--- config.mk ---
export PLATFORM = sky130hd
export DESIGN_NAME = reset_sequencer
export DESIGN_NICKNAME = d
export VERILOG_FILES = /design/src/rtl/reset_seq_pkg.sv /design/src/rtl/reset_sequencer_debounce.sv /design/src/rtl/reset_sequencer.sv
export SDC_FILE = /design/constraint.sdc
export NUM_CORES = 1
export LEC_CHECK = 0
export ABC_AREA = 1
export CORE_ASPECT_RATIO = 1.5
export CORE_UTILIZATION = 46
export CTS_BUF_LIST = sky130_fd_sc_hd__clkbuf_8
export DETAILED_ROUTE_END_ITERATION = 6
export HOLD_SLACK_MARGIN = 0.05
export SLEW_MARGIN = 20
export SYNTH_ARGS = -nofsm -noshare
export SYNTH_HDL_FRONTEND = slang
export SYNTH_SLANG_ARGS = --single-unit
--- constraint.sdc ---
create_clock -name clk -period 1.89 [get_ports clk]
set_input_delay 0.567 -clock clk [delete_from_list [all_inputs] [get_ports clk]]
set_output_delay 0.567 -clock clk [all_outputs]
set_load 0.02 [all_outputs]
--- src/rtl/reset_seq_pkg.sv ---
// reset_seq_pkg: shared state encoding and default timing for the board reset
// sequencer. The state codes are driven straight onto the LED port, so their
// values are fixed.
package reset_seq_pkg;

  localparam int unsigned DEBOUNCE_CYCLES_DEF     = 1000000;
  localparam int unsigned PLL_RESET_CYCLES_DEF    = 64;
  localparam int unsigned LOCK_TIMEOUT_CYCLES_DEF = 500000;
  localparam int unsigned LOCK_STABLE_CYCLES_DEF  = 4096;
  localparam int unsigned COUNTER_WIDTH_DEF       = 20;

  typedef enum logic [1:0] {
    PLL_RESET = 2'd0,
    WAIT_LOCK = 2'd1,
    STRETCH   = 2'd2,
    RUN       = 2'd3
  } state_e;

endpackage

--- src/rtl/reset_sequencer_debounce.sv ---
// debounce: synchronizes an active-low push button and accepts a new level
// only after it has been held for CYCLES clocks. Emits a one-cycle press pulse
// when the accepted level goes from released (1) to pressed (0).
//   clk       in   system clock
//   reset_n   in   synchronous active-low reset
//   btn_n_i   in   asynchronous button, low = pressed
//   press_o   out  registered single-cycle press event
module debounce
  import reset_seq_pkg::*;
#(
  parameter int unsigned CYCLES = DEBOUNCE_CYCLES_DEF,
  parameter int unsigned WIDTH  = COUNTER_WIDTH_DEF
) (
  input  logic clk,
  input  logic reset_n,
  input  logic btn_n_i,
  output logic press_o
);

  localparam logic [WIDTH-1:0] CNT_LAST = WIDTH'(CYCLES - 1);

  logic [1:0]       sync_q;
  logic             stable_q;
  logic [WIDTH-1:0] cnt_q;
  logic             press_q;
  logic             btn_s;

  assign btn_s   = sync_q[1];
  assign press_o = press_q;

  always_ff @(posedge clk) begin
    if (!reset_n) begin
      sync_q   <= 2'b11;
      stable_q <= 1'b1;
      cnt_q    <= '0;
      press_q  <= 1'b0;
    end else begin
      sync_q  <= {sync_q[0], btn_n_i};
      press_q <= 1'b0;
      if (btn_s == stable_q) begin
        cnt_q <= '0;
      end else if (cnt_q == CNT_LAST) begin
        stable_q <= btn_s;
        cnt_q    <= '0;
        // Only the 1 -> 0 transition of the accepted level is an event.
        press_q  <= ~btn_s;
      end else begin
        cnt_q <= cnt_q + 1'b1;
      end
    end
  end

endmodule

--- src/rtl/reset_sequencer.sv ---
// reset_sequencer: holds the PLL in reset, waits for a stable lock, then
// releases the SoC reset. Lost lock or a lock timeout restarts the PLL; a
// debounced button press forces a restart from any state.
//   clk            in   free-running board oscillator
//   reset_n        in   synchronous active-low reset
//   pb_n           in   asynchronous push button, low = pressed
//   pll_locked     in   asynchronous PLL lock indicator
//   pll_areset     out  active-high PLL reset (registered)
//   core_reset     out  active-high SoC reset (registered)
//   state          out  current FSM state for LEDs
//   restart_count  out  saturating count of automatic PLL restarts
//
// state      | meaning
// PLL_RESET  | pll_areset asserted for PLL_RESET_CYCLES
// WAIT_LOCK  | waiting for lock, bounded by LOCK_TIMEOUT_CYCLES
// STRETCH    | lock must hold LOCK_STABLE_CYCLES before release
// RUN        | core reset released, lock monitored
module reset_sequencer
  import reset_seq_pkg::*;
#(
  parameter int unsigned DEBOUNCE_CYCLES     = DEBOUNCE_CYCLES_DEF,
  parameter int unsigned PLL_RESET_CYCLES    = PLL_RESET_CYCLES_DEF,
  parameter int unsigned LOCK_TIMEOUT_CYCLES = LOCK_TIMEOUT_CYCLES_DEF,
  parameter int unsigned LOCK_STABLE_CYCLES  = LOCK_STABLE_CYCLES_DEF,
  parameter int unsigned COUNTER_WIDTH       = COUNTER_WIDTH_DEF
) (
  input  logic       clk,
  input  logic       reset_n,
  input  logic       pb_n,
  input  logic       pll_locked,
  output logic       pll_areset,
  output logic       core_reset,
  output logic [1:0] state,
  output logic [7:0] restart_count
);

  localparam logic [COUNTER_WIDTH-1:0] PLL_LAST = COUNTER_WIDTH'(PLL_RESET_CYCLES - 1);
  localparam logic [COUNTER_WIDTH-1:0] TO_LAST  = COUNTER_WIDTH'(LOCK_TIMEOUT_CYCLES - 1);
  localparam logic [COUNTER_WIDTH-1:0] STB_LAST = COUNTER_WIDTH'(LOCK_STABLE_CYCLES - 1);

  logic [1:0]               lock_sync_q;
  logic                     lock_s;
  logic                     press;
  state_e                   state_q, state_d;
  logic [COUNTER_WIDTH-1:0] cnt_q, cnt_d;
  logic [7:0]               rc_q, rc_d;
  logic                     bump;
  logic                     pll_areset_q;
  logic                     core_reset_q;

  debounce #(
    .CYCLES (DEBOUNCE_CYCLES),
    .WIDTH  (COUNTER_WIDTH)
  ) u_debounce (
    .clk     (clk),
    .reset_n (reset_n),
    .btn_n_i (pb_n),
    .press_o (press)
  );

  assign lock_s = lock_sync_q[1];

  always_comb begin
    state_d = state_q;
    cnt_d   = cnt_q + 1'b1;
    bump    = 1'b0;
    // A press wins over everything, including a simultaneous timeout or lock
    // loss, and is never counted as an automatic restart.
    if (press) begin
      state_d = PLL_RESET;
      cnt_d   = '0;
    end else begin
      case (state_q)
        PLL_RESET: begin
          if (cnt_q == PLL_LAST) begin
            state_d = WAIT_LOCK;
            cnt_d   = '0;
          end
        end
        WAIT_LOCK: begin
          if (lock_s) begin
            state_d = STRETCH;
            cnt_d   = '0;
          end else if (cnt_q == TO_LAST) begin
            state_d = PLL_RESET;
            cnt_d   = '0;
            bump    = 1'b1;
          end
        end
        STRETCH: begin
          if (!lock_s) begin
            state_d = WAIT_LOCK;
            cnt_d   = '0;
          end else if (cnt_q == STB_LAST) begin
            state_d = RUN;
            cnt_d   = '0;
          end
        end
        RUN: begin
          cnt_d = '0;
          if (!lock_s) begin
            state_d = PLL_RESET;
            bump    = 1'b1;
          end
        end
        default: begin
          state_d = PLL_RESET;
          cnt_d   = '0;
        end
      endcase
    end
    rc_d = (bump && rc_q != 8'hFF) ? rc_q + 8'd1 : rc_q;
  end

  always_ff @(posedge clk) begin
    if (!reset_n) begin
      lock_sync_q  <= 2'b00;
      state_q      <= PLL_RESET;
      cnt_q        <= '0;
      rc_q         <= 8'd0;
      pll_areset_q <= 1'b1;
      core_reset_q <= 1'b1;
    end else begin
      lock_sync_q  <= {lock_sync_q[0], pll_locked};
      state_q      <= state_d;
      cnt_q        <= cnt_d;
      rc_q         <= rc_d;
      pll_areset_q <= (state_d == PLL_RESET);
      core_reset_q <= (state_d != RUN);
    end
  end

  assign pll_areset    = pll_areset_q;
  assign core_reset    = core_reset_q;
  assign state         = state_q;
  assign restart_count = rc_q;

endmodule
==> results of run 1 <==
## cell usage after synthesis, types with 5 or more instances
master / count
nand3_1: 31
nor2_2: 16
nand3b_1: 5
dfxtp_1: 58
o21ai_0: 6
nor2_1: 52
nor3_1: 13
or2_2: 5
a21oi_1: 15
xnor2_1: 9
nand2_1: 85
xor2_1: 17
inv_1: 54
nand2_2: 5
nand4_1: 14
## registers in the layout (all words and copies together) (netlist names)
signal and count:
lock_sync_q 2, state 2, cnt_q 20, pll_areset 1, u_debounce.sync_q 2, u_debounce.stable_q 1, restart_count 8, u_debounce.cnt_q 20
core_reset 1, u_debounce.press_o 1
## final cells by class
cell class | count | area share
Clock buffer | 10 | 0.0402
Clock inverter | 6 | 0.0238
Inverter | 56 | 0.0614
Sequential cell | 58 | 0.339
Tap cell | 74 | 0.0270
Multi-Input combinational cell | 286 | 0.437
Timing Repair Buffer | 27 | 0.0713
## what timing repair did
action / in CTS / in global routing
endpoints found under the setup margin: 9 / 1
hold buffers: 0 / 0
gates resized for setup: 9 / 1
## power groups by stage
| stage | clock network (mW) | logic (mW) | registers, mW |
|---|---|---|---|
| after global placement | 0 | 0.0626 | 1.27 |
| after global routing | 1.35 | 0.0710 | 1.24 |
| after CTS | 1.30 | 0.0639 | 1.24 |
| final | 1.26 | 0.0629 | 1.24 |
| after floorplan | 0 | 0.0398 | 1.27 |
| after detailed placement | 0 | 0.0635 | 1.27 |
## final timing paths
check | cells after the start | to | from | slack (ps)
max | 1 | pll_areset | pll_areset | 60
min | 1 | u_debounce.sync_q[1] | u_debounce.sync_q[0] | 410
max reg2reg | 10 | cnt_q[17] | cnt_q[1] | 220
min reg2reg | 1 | u_debounce.sync_q[1] | u_debounce.sync_q[0] | 410
## placed cells by master, fill, tap and decap left out, drive strengths merged, types with 2 or more instances in the layout
master,n
ha,3
clkbuf,10
xor2,17
bufinv,2
clkdlybuf4s50,5
nor3,13
inv,57
a21oi,15
nor2,71
clkinv,2
dfxtp,58
buf,12
dlygate4sd2,9
nand3,33
nand4,14
nand2,91
o21ai,7
nor3b,2
or2,5
nand3b,5
xnor2,9
## stage by stage
step	worst slack, ps	utilization	power [mW]
floorplan	272	-	1.31
global placement	117	0.524	1.33
detailed placement	104	0.524	1.33
CTS	12.3	0.558	2.60
global route	19.1	0.558	2.66
finish	58.6	0.558	2.56
## metal layers
layer,global-route usage,vias up,part of all wire
li1,-,1339,-
met1,0.210,1130,0.42
met2,0.364,24,0.53
met3,0.0562,10,0.026
met4,0.0966,0,0.022
met5,0,-,0
## logic make-up after synthesis
kind of cell               share of synthesized area
DFF                                            0.400
xor gates and xnor gates                      0.0785
and+or+nand+nor                                0.386
adders and majority gates                     0.0129
buffers and inverters                         0.0841
AOI/OAI and AO/OA                             0.0379
==> run_results.csv, run 1 <==
group,metric,value,unit
status,outcome,"finished clean",
critical_path,timing.critical_path.max_delay_family,"buffers and inverters",
sta,fin_tns_setup,0,ps
clock_network,ctsLongestPathBuffers,2,
synthesis,synthCells,404,
clock_network,clock_transition_at_the_registers_of_the_reported_paths,70,ps
sta,fmax,546,MHz
place,number_of_i_o_port_buffers,15,
detailed_routing,avgRoutedWirePerCell,11.3,um
sta,finalMaxSlewViolations,0,
sta,final_period_minus_worst_setup_slack,1830,ps
clock_network,cts_sinks,58,
critical_path,cp_slowest_cell,"clkdlybuf4s50_1",
sta,tightestPinTransition,349,ps
grt,grt_pass1_vias,2311,
critical_path,critical_path_class,"reg -> out",
detailed_routing,drcViolationCount,0,
detailed_routing,overall_via_count_from_detail_route,2503,
synthesis,syn_area,0.00290,sq mm
place,place.detailed.instances,501,
die,initial_core_util,0.473,
grt,globalRoute.totalOverflow,0,
job,cap_violations,0,
synthesis,synth_sequential_area_ratio,0.400,
power_and_ir_drop,power_density,748,mW/mm^2
synthesis,synth_top_cells_by_area,"dfxtp_1 (40%), nand2_1 (11%), inv_1 (7.0%)",
power_and_ir_drop,power.share.switching,0.208,
place,gpl.final_weighted_congestion,0.802,
grt,largest_net_degree_at_the_start_of_global_routing,21,
power_and_ir_drop,power_report.internal_total,2.03,mW
critical_path,critical_path_buf_inv_count,1,
final_layout,nets,445,
die,i_o_pins,16,
power_and_ir_drop,share_seq_of_total_power,0.484,
power_and_ir_drop,max-vdd-ir-drop,0.569,mV
power_and_ir_drop,leakage,1.44,nW
final_layout,layout.filler_cells,634,
critical_path,critical_path_fanouts_max,1,
sta,final.setup_skew,8.62,ps
die,std_cell_rows,35,
die,die-height,99.3,um
sta,report.final.hold_viol_count,0,
critical_path,cp.arrival,1260,ps
die,core,0.00613,sq mm
synthesis,synth_edf_count,0,
synthesis,ys_seq_elements,58,
final_layout,final_cell_area,0.00342,sq mm
sta,setup_repair_after_global_routing_missed_its_margin,"false",
power_and_ir_drop,power.share.combinational,0.025,
sta,tightest_hold_margin,413,ps
detailed_routing,final_antenna_net_count,0,
synthesis,synth.yosys.warnings,0,
final_layout,area.growth.synth_to_final,18.0,%
detailed_routing,via_count_normalized_by_instance_count,4.84,
critical_path,worstSetupEndpointType,"output pin",
grt,grt_pass1_wl,10000,um
detailed_routing,wirelength,5860,um
critical_path,cp.required,1320,ps
clock_network,cts_setup_buffers,0,
synthesis,netlist.top_cell.by_area,"dfxtp_1",
clock_network,tritoncts.num_buffers,9,
power_and_ir_drop,share_clk_of_total_power,0.492,
worst_hold_path,hold_path.class,"reg -> reg",
clock_network,insertion_delay,330,ps
synthesis,ys_async_sr_fraction,0,
critical_path,cp_slowest_stage_delay,600,ps
final_layout,register_cell_area_after_layout,0.00116,sq mm
die,chipWidth,66.8,um
power_and_ir_drop,net-switching-power,533,uW
grt,initial_antenna_violation_count,0,
critical_path,critical_path.cell_chain,"clkdlybuf4s50_1",
sta,slew_headroom,0.766,
detailed_routing,detailedRoute.firstPassIterationCount,4,
die,die_area,0.00664,sq mm
final_layout,antenna_cells,0,
final_layout,multi_input_area,0.00150,sq mm
place,place_hpwl,4460,um
synthesis,syn_nets,411,
critical_path,setup.worst_path.start_class,"flip-flop",
sta,setup_viol,0,
synthesis,post_synth.cell_area_avg,7.18,sq um
clock_network,ctsHtreeMaxLevel,3,
final_layout,drive_gt1_frac,0.140,
clock_network,clk_root_buffer_cell,"clkbuf_8",
synthesis,synth_cell_type_count,28,
synthesis,yosys_most_used_dff,"dfxtp_1",
synthesis,synthDominantCellAreaShare,0.400,
place,detailed_place.area,0.00321,sq mm
sta,layout_worst_path_cycle_share,0.969,
final_layout,stdcell_count,517,
clock_network,tritoncts,"done",
detailed_routing,initial_detailed_routing_violation_count,96,
grt,gr-usage-all-layers,0.203,
(Power assumes the default switching activity.)
==> run 2: changes to the inputs <==
--- a/config.mk
+++ b/config.mk
@@ -8,7 +8,6 @@
 export ABC_AREA = 1
 export CORE_ASPECT_RATIO = 1.5
 export CORE_UTILIZATION = 46
-export CTS_BUF_LIST = sky130_fd_sc_hd__clkbuf_8
 export DETAILED_ROUTE_END_ITERATION = 6
 export HOLD_SLACK_MARGIN = 0.05
 export SLEW_MARGIN = 20
==> run 2 against run 1 <==
Sequential share of layout area is the same. Routed wire length grew 0.12%. Die area is the same. Non-clock buffer count is the same. Largest cell class unchanged. Largest power group unchanged.
==> run_results.csv, run 2 (synthesis results as in run 1) <==
group,metric,value,unit
status,outcome,"finished clean",
die,core,0.00613,sq mm
critical_path,critical_path_fanouts_max,1,
sta,layout_worst_path_cycle_share,0.969,
sta,slew_headroom,0.766,
worst_hold_path,hold_path.class,"reg -> reg",
critical_path,setup.worst_path.start_class,"flip-flop",
final_layout,final_cell_area,0.00342,sq mm
power_and_ir_drop,leakage,1.44,nW
power_and_ir_drop,max-vdd-ir-drop,0.569,mV
clock_network,clk_root_buffer_cell,"clkbuf_8",
detailed_routing,detailedRoute.firstPassIterationCount,6,
final_layout,final_cell_mix,"nand2_1 (85), dfxtp_1 (58), inv_1 (54)",
place,dp_worst_setup_slack,104,ps
sta,report.final.hold_viol_count,0,
power_and_ir_drop,total_power,2.57,mW
final_layout,antenna_cells,0,
grt,initial_antenna_violation_count,0,
place,detailed_place.area,0.00321,sq mm
die,initial_core_util,0.473,
clock_network,tritoncts,"done",
die,std_cell_rows,35,
grt,grt_pass1_vias,2311,
place,gpl.final_weighted_congestion,0.802,
final_layout,nets,445,
grt,grt_pass1_wl,10000,um
critical_path,critical_path_class,"reg -> out",
detailed_routing,wirelength,5870,um
place,number_of_i_o_port_buffers,15,
detailed_routing,final_antenna_net_count,0,
clock_network,cts_sinks,58,
clock_network,tritoncts.num_buffers,9,
sta,tightestPinTransition,349,ps
sta,setup_repair_after_global_routing_missed_its_margin,"false",
power_and_ir_drop,power_density,749,mW/mm^2
clock_network,clock_transition_at_the_registers_of_the_reported_paths,70,ps
die,die_area,0.00664,sq mm
critical_path,worstSetupEndpointType,"output pin",
job,cap_violations,0,
sta,final.setup_skew,8.62,ps
detailed_routing,overall_via_count_from_detail_route,2506,
critical_path,cp.required,1320,ps
clock_network,insertion_delay,330,ps
critical_path,timing.critical_path.max_delay_family,"buffers and inverters",
final_layout,area.growth.synth_to_final,18.0,%
clock_network,ctsHtreeMaxLevel,3,
clock_network,ctsLongestPathBuffers,2,
sta,fmax,546,MHz
detailed_routing,drcViolationCount,0,
critical_path,cp_slowest_cell,"clkdlybuf4s50_1",
sta,final_period_minus_worst_setup_slack,1830,ps
critical_path,critical_path.cell_chain,"clkdlybuf4s50_1",
critical_path,cp.arrival,1260,ps
clock_network,cts_setup_buffers,0,
final_layout,mostFrequentLayoutCell,"nand2_1",
grt,gr-usage-all-layers,0.203,
sta,fin_tns_setup,0,ps
grt,globalRoute.totalOverflow,0,
place,place_hpwl,4460,um
critical_path,critical_path_buf_inv_count,1,
critical_path,cp_slowest_stage_delay,600,ps
clock_network,cts_hold_buf,0,
die,chipWidth,66.8,um
final_layout,drive_gt1_frac,0.140,
detailed_routing,initial_detailed_routing_violation_count,96,
grt,largest_net_degree_at_the_start_of_global_routing,21,
die,die-height,99.3,um
detailed_routing,avgRoutedWirePerCell,11.4,um
sta,setup_viol,0,
detailed_routing,via_count_normalized_by_instance_count,4.85,
sta,layout_setup_ws,58.7,ps
sta,finalMaxSlewViolations,0,
final_layout,utilization,0.558,
die,i_o_pins,16,
run 2: changes by cell type in the layout (fill, tap and decap cells not counted), sizes merged:
cell    delta
clkbuf     +1
inv        -1
run 2: cell type report:
class | count | area [sq um]
fillers | 634 | 2710
clock inverters | 5 | 77.6
flip-flops and latches | 58 | 1160
multi-input cells | 286 | 1500
repair buffers | 27 | 244
well taps | 74 | 92.6
inverters | 56 | 210
clock buffers | 11 | 141
run 2: through the flow:
| step | hold WS [ps] | std cells |
|---|---|---|
| 3_5_place_dp | 398 | 501 |
| 6_report | 412 | 517 |
| 4_1_cts | 414 | 517 |
| 2_1_floorplan | 390 | 404 |
| 5_1_grt | 435 | 517 |
| 3_3_place_gp | 394 | 501 |
run 2: final timing paths:
check	from	depth (start not counted)	slack, ps	endpoint
hold / removal	u_debounce.sync_q[0]	1	410	u_debounce.sync_q[1]
hold reg to reg	u_debounce.sync_q[0]	1	410	u_debounce.sync_q[1]
setup reg to reg	cnt_q[1]	10	220	cnt_q[17]
setup / recovery	pll_areset	1	60	pll_areset
run 2: power breakdown:
group	switching, mW	internal, mW	total [mW]	leakage (nW)
combinational	0.0359	0.0270	0.0628	0.861
clock	0.490	0.774	1.26	0.109
sequential	0.00591	1.23	1.24	0.469
total	0.532	2.03	2.57	1.44
run 2: metal layers:
metal	GRT usage	part of all wire	wire (um)
met5	0	0	0
met4	0.0966	0.022	127
met3	0.0562	0.026	152
met2	0.364	0.53	3130
met1	0.210	0.42	2470
run 2: what timing repair did:
| action | CTS | global route |
|---|---|---|
| endpoints found under the hold margin | 0 | 0 |
| endpoints found under the setup margin | 9 | 1 |
| gates resized for setup | 9 | 1 |
| cloned | 0 | 0 |
==> run 3: changes to the inputs <==
--- a/config.mk
+++ b/config.mk
@@ -10,6 +10,7 @@
 export CORE_UTILIZATION = 46
 export DETAILED_ROUTE_END_ITERATION = 6
 export HOLD_SLACK_MARGIN = 0.05
+export PLACE_DENSITY = 0.72
 export SLEW_MARGIN = 20
 export SYNTH_ARGS = -nofsm -noshare
 export SYNTH_HDL_FRONTEND = slang
==> run 3 against run 2 <==
Hold slack improved by 6.5 ps. First-iteration DRC count increased by 9.4%. Flip-flop and latch count stayed put. Maximum frequency decreased by 0.88%. Via count up 3.1%. Setup slack worse by 16 ps. Combinational power rose by 1%. Global-route usage decreased by 0.50 points. Critical path depth is the same. Count of clock-buffer cells in the layout is 1 lower. Cell count fell by 0.58%. Critical path type unchanged. Largest cell class unchanged. Largest power group is now registers.
==> run_results.csv, run 3 (synthesis results as in run 1) <==
group,metric,value,unit
status,outcome,"finished clean",
final_layout,area.growth.synth_to_final,17.2,%
detailed_routing,drcViolationCount,0,
grt,globalRoute.totalOverflow,0,
clock_network,cts_setup_buffers,0,
clock_network,cts_sinks,58,
job,cap_violations,0,
critical_path,crit-reg2reg-capture,"cnt_q[17]",
clock_network,ctsLongestPathBuffers,2,
grt,gr-usage-all-layers,0.198,
critical_path,cp.arrival,1280,ps
worst_hold_path,hold_path.startpoint,"lock_sync_q[0]",
critical_path,cp_slowest_stage_delay,600,ps
sta,setup_viol,0,
clock_network,ctsHtreeMaxLevel,3,
final_layout,drive_gt1_frac,0.141,
detailed_routing,overall_via_count_from_detail_route,2584,
final_layout,final_cell_mix,"nand2_1 (85), dfxtp_1 (57), inv_1 (54)",
final_layout,antenna_cells,0,
detailed_routing,detailedRoute.firstPassIterationCount,4,
grt,largest_net_degree_at_the_start_of_global_routing,21,
sta,fmax,541,MHz
critical_path,critical_path.cell_chain,"clkdlybuf4s50_1",
critical_path,critical_path_buf_inv_count,1,
final_layout,multi_input_area,0.00152,sq mm
critical_path,worstSetupEndpointType,"output pin",
place,detailed_place.area,0.00318,sq mm
grt,initial_antenna_violation_count,0,
sta,layout_setup_ws,42.5,ps
critical_path,reg2regPathDepth,10,
critical_path,cp_slowest_cell,"clkdlybuf4s50_1",
grt,grt_pass1_vias,2399,
critical_path,setup.worst_path.start_class,"flip-flop",
critical_path,cp.required,1320,ps
critical_path,critical_path_fanouts_max,1,
clock_network,clock_transition_at_the_registers_of_the_reported_paths,70,ps
sta,tightestPinTransition,453,ps
place,dp_worst_setup_slack,2.64,ps
place,number_of_i_o_port_buffers,15,
clock_network,tritoncts.num_buffers,9,
detailed_routing,avgRoutedWirePerCell,11.6,um
final_layout,final_cell_area,0.00340,sq mm
final_layout,layout.filler_cells,615,
die,std_cell_rows,35,
sta,finalMaxSlewViolations,0,
sta,final.setup_skew,9.73,ps
critical_path,reg2reg_from,"cnt_q[1]",
detailed_routing,final_antenna_net_count,0,
power_and_ir_drop,power_density,727,mW/mm^2
power_and_ir_drop,max-vdd-ir-drop,0.576,mV
die,core,0.00613,sq mm
detailed_routing,wirelength,5970,um
die,chipWidth,66.8,um
sta,layout_worst_path_cycle_share,0.978,
critical_path,critical_path_class,"reg -> out",
clock_network,tritoncts,"done",
die,die_area,0.00664,sq mm
critical_path,timing.critical_path.max_delay_family,"buffers and inverters",
power_and_ir_drop,total_power,2.47,mW
final_layout,register_cell_area_after_layout,0.00116,sq mm
grt,grt_pass1_wl,10000,um
worst_hold_path,hold_path.class,"reg -> reg",
clock_network,insertion_delay,340,ps
die,die-height,99.3,um
worst_hold_path,whs_path_depth,2,
power_and_ir_drop,leakage,1.41,nW
sta,final_period_minus_worst_setup_slack,1850,ps
place,gpl.final_weighted_congestion,0.826,
detailed_routing,via_count_normalized_by_instance_count,5.03,
die,i_o_pins,16,
detailed_routing,initial_detailed_routing_violation_count,105,
place,place_hpwl,4340,um
clock_network,clk_root_buffer_cell,"clkbuf_8",
critical_path,r2r_setup_slack,110,ps
final_layout,nets,442,
sta,slew_headroom,0.698,
sta,tightest_hold_margin,419,ps
worst_hold_path,hold_path_endpoint,"lock_sync_q[1]",
sta,report.final.hold_viol_count,0,
die,initial_core_util,0.473,
final_layout,mostFrequentLayoutCell,"nand2_1",
==> run 3: metal layers <==
layer / share of wire / wire (um) / GRT usage
met1: 0.41 / 2460 / 0.210
met2: 0.52 / 3120 / 0.349
met3: 0.039 / 231 / 0.0573
met4: 0.027 / 160 / 0.0917
met5: 0 / 0 / 0
==> run 3: area by class of cell <==
class | count | share of cell area
inverter | 56 | 0.0618
sequential | 58 | 0.342
clock buffer | 10 | 0.0405
tap | 74 | 0.0272
clock inverter | 6 | 0.0195
timing repair buffer | 23 | 0.0629
multi-input combinational | 287 | 0.446
==> run 3: where the power goes <==
part | internal [mW] | switching, mW
clock network | 0.643 | 0.527
registers | 1.23 | 0.00728
logic | 0.0269 | 0.0366
==> run 3: worst max-delay path by stage <==
stage          depth (start not counted)        startpoint  slack (ps)                to
4_1_cts                                1  restart_count[6]          10  restart_count[6]
5_1_grt                               10          cnt_q[1]          -1         cnt_q[17]
6_report                               1        pll_areset          40        pll_areset
3_3_place_gp                          10          cnt_q[0]          50         cnt_q[17]
2_1_floorplan                         11          cnt_q[0]         270         cnt_q[19]
3_5_place_dp                          10          cnt_q[0]           3         cnt_q[17]
==> run 3: stage by stage <==
stage	std cells	TNS, ps	utilization
floorplan	404	0	-
global placement	497	0	0.519
detailed placement	497	0	0.519
CTS	513	0	0.552
global route	514	-0.970	0.555
finish	514	0	0.555
==> run 3: what timing repair did <==
action	CTS	global route
pin swaps	0	2
endpoints found under the setup margin	10	30
hold buffers	0	0
cloned	0	1
gates resized for setup	10	3
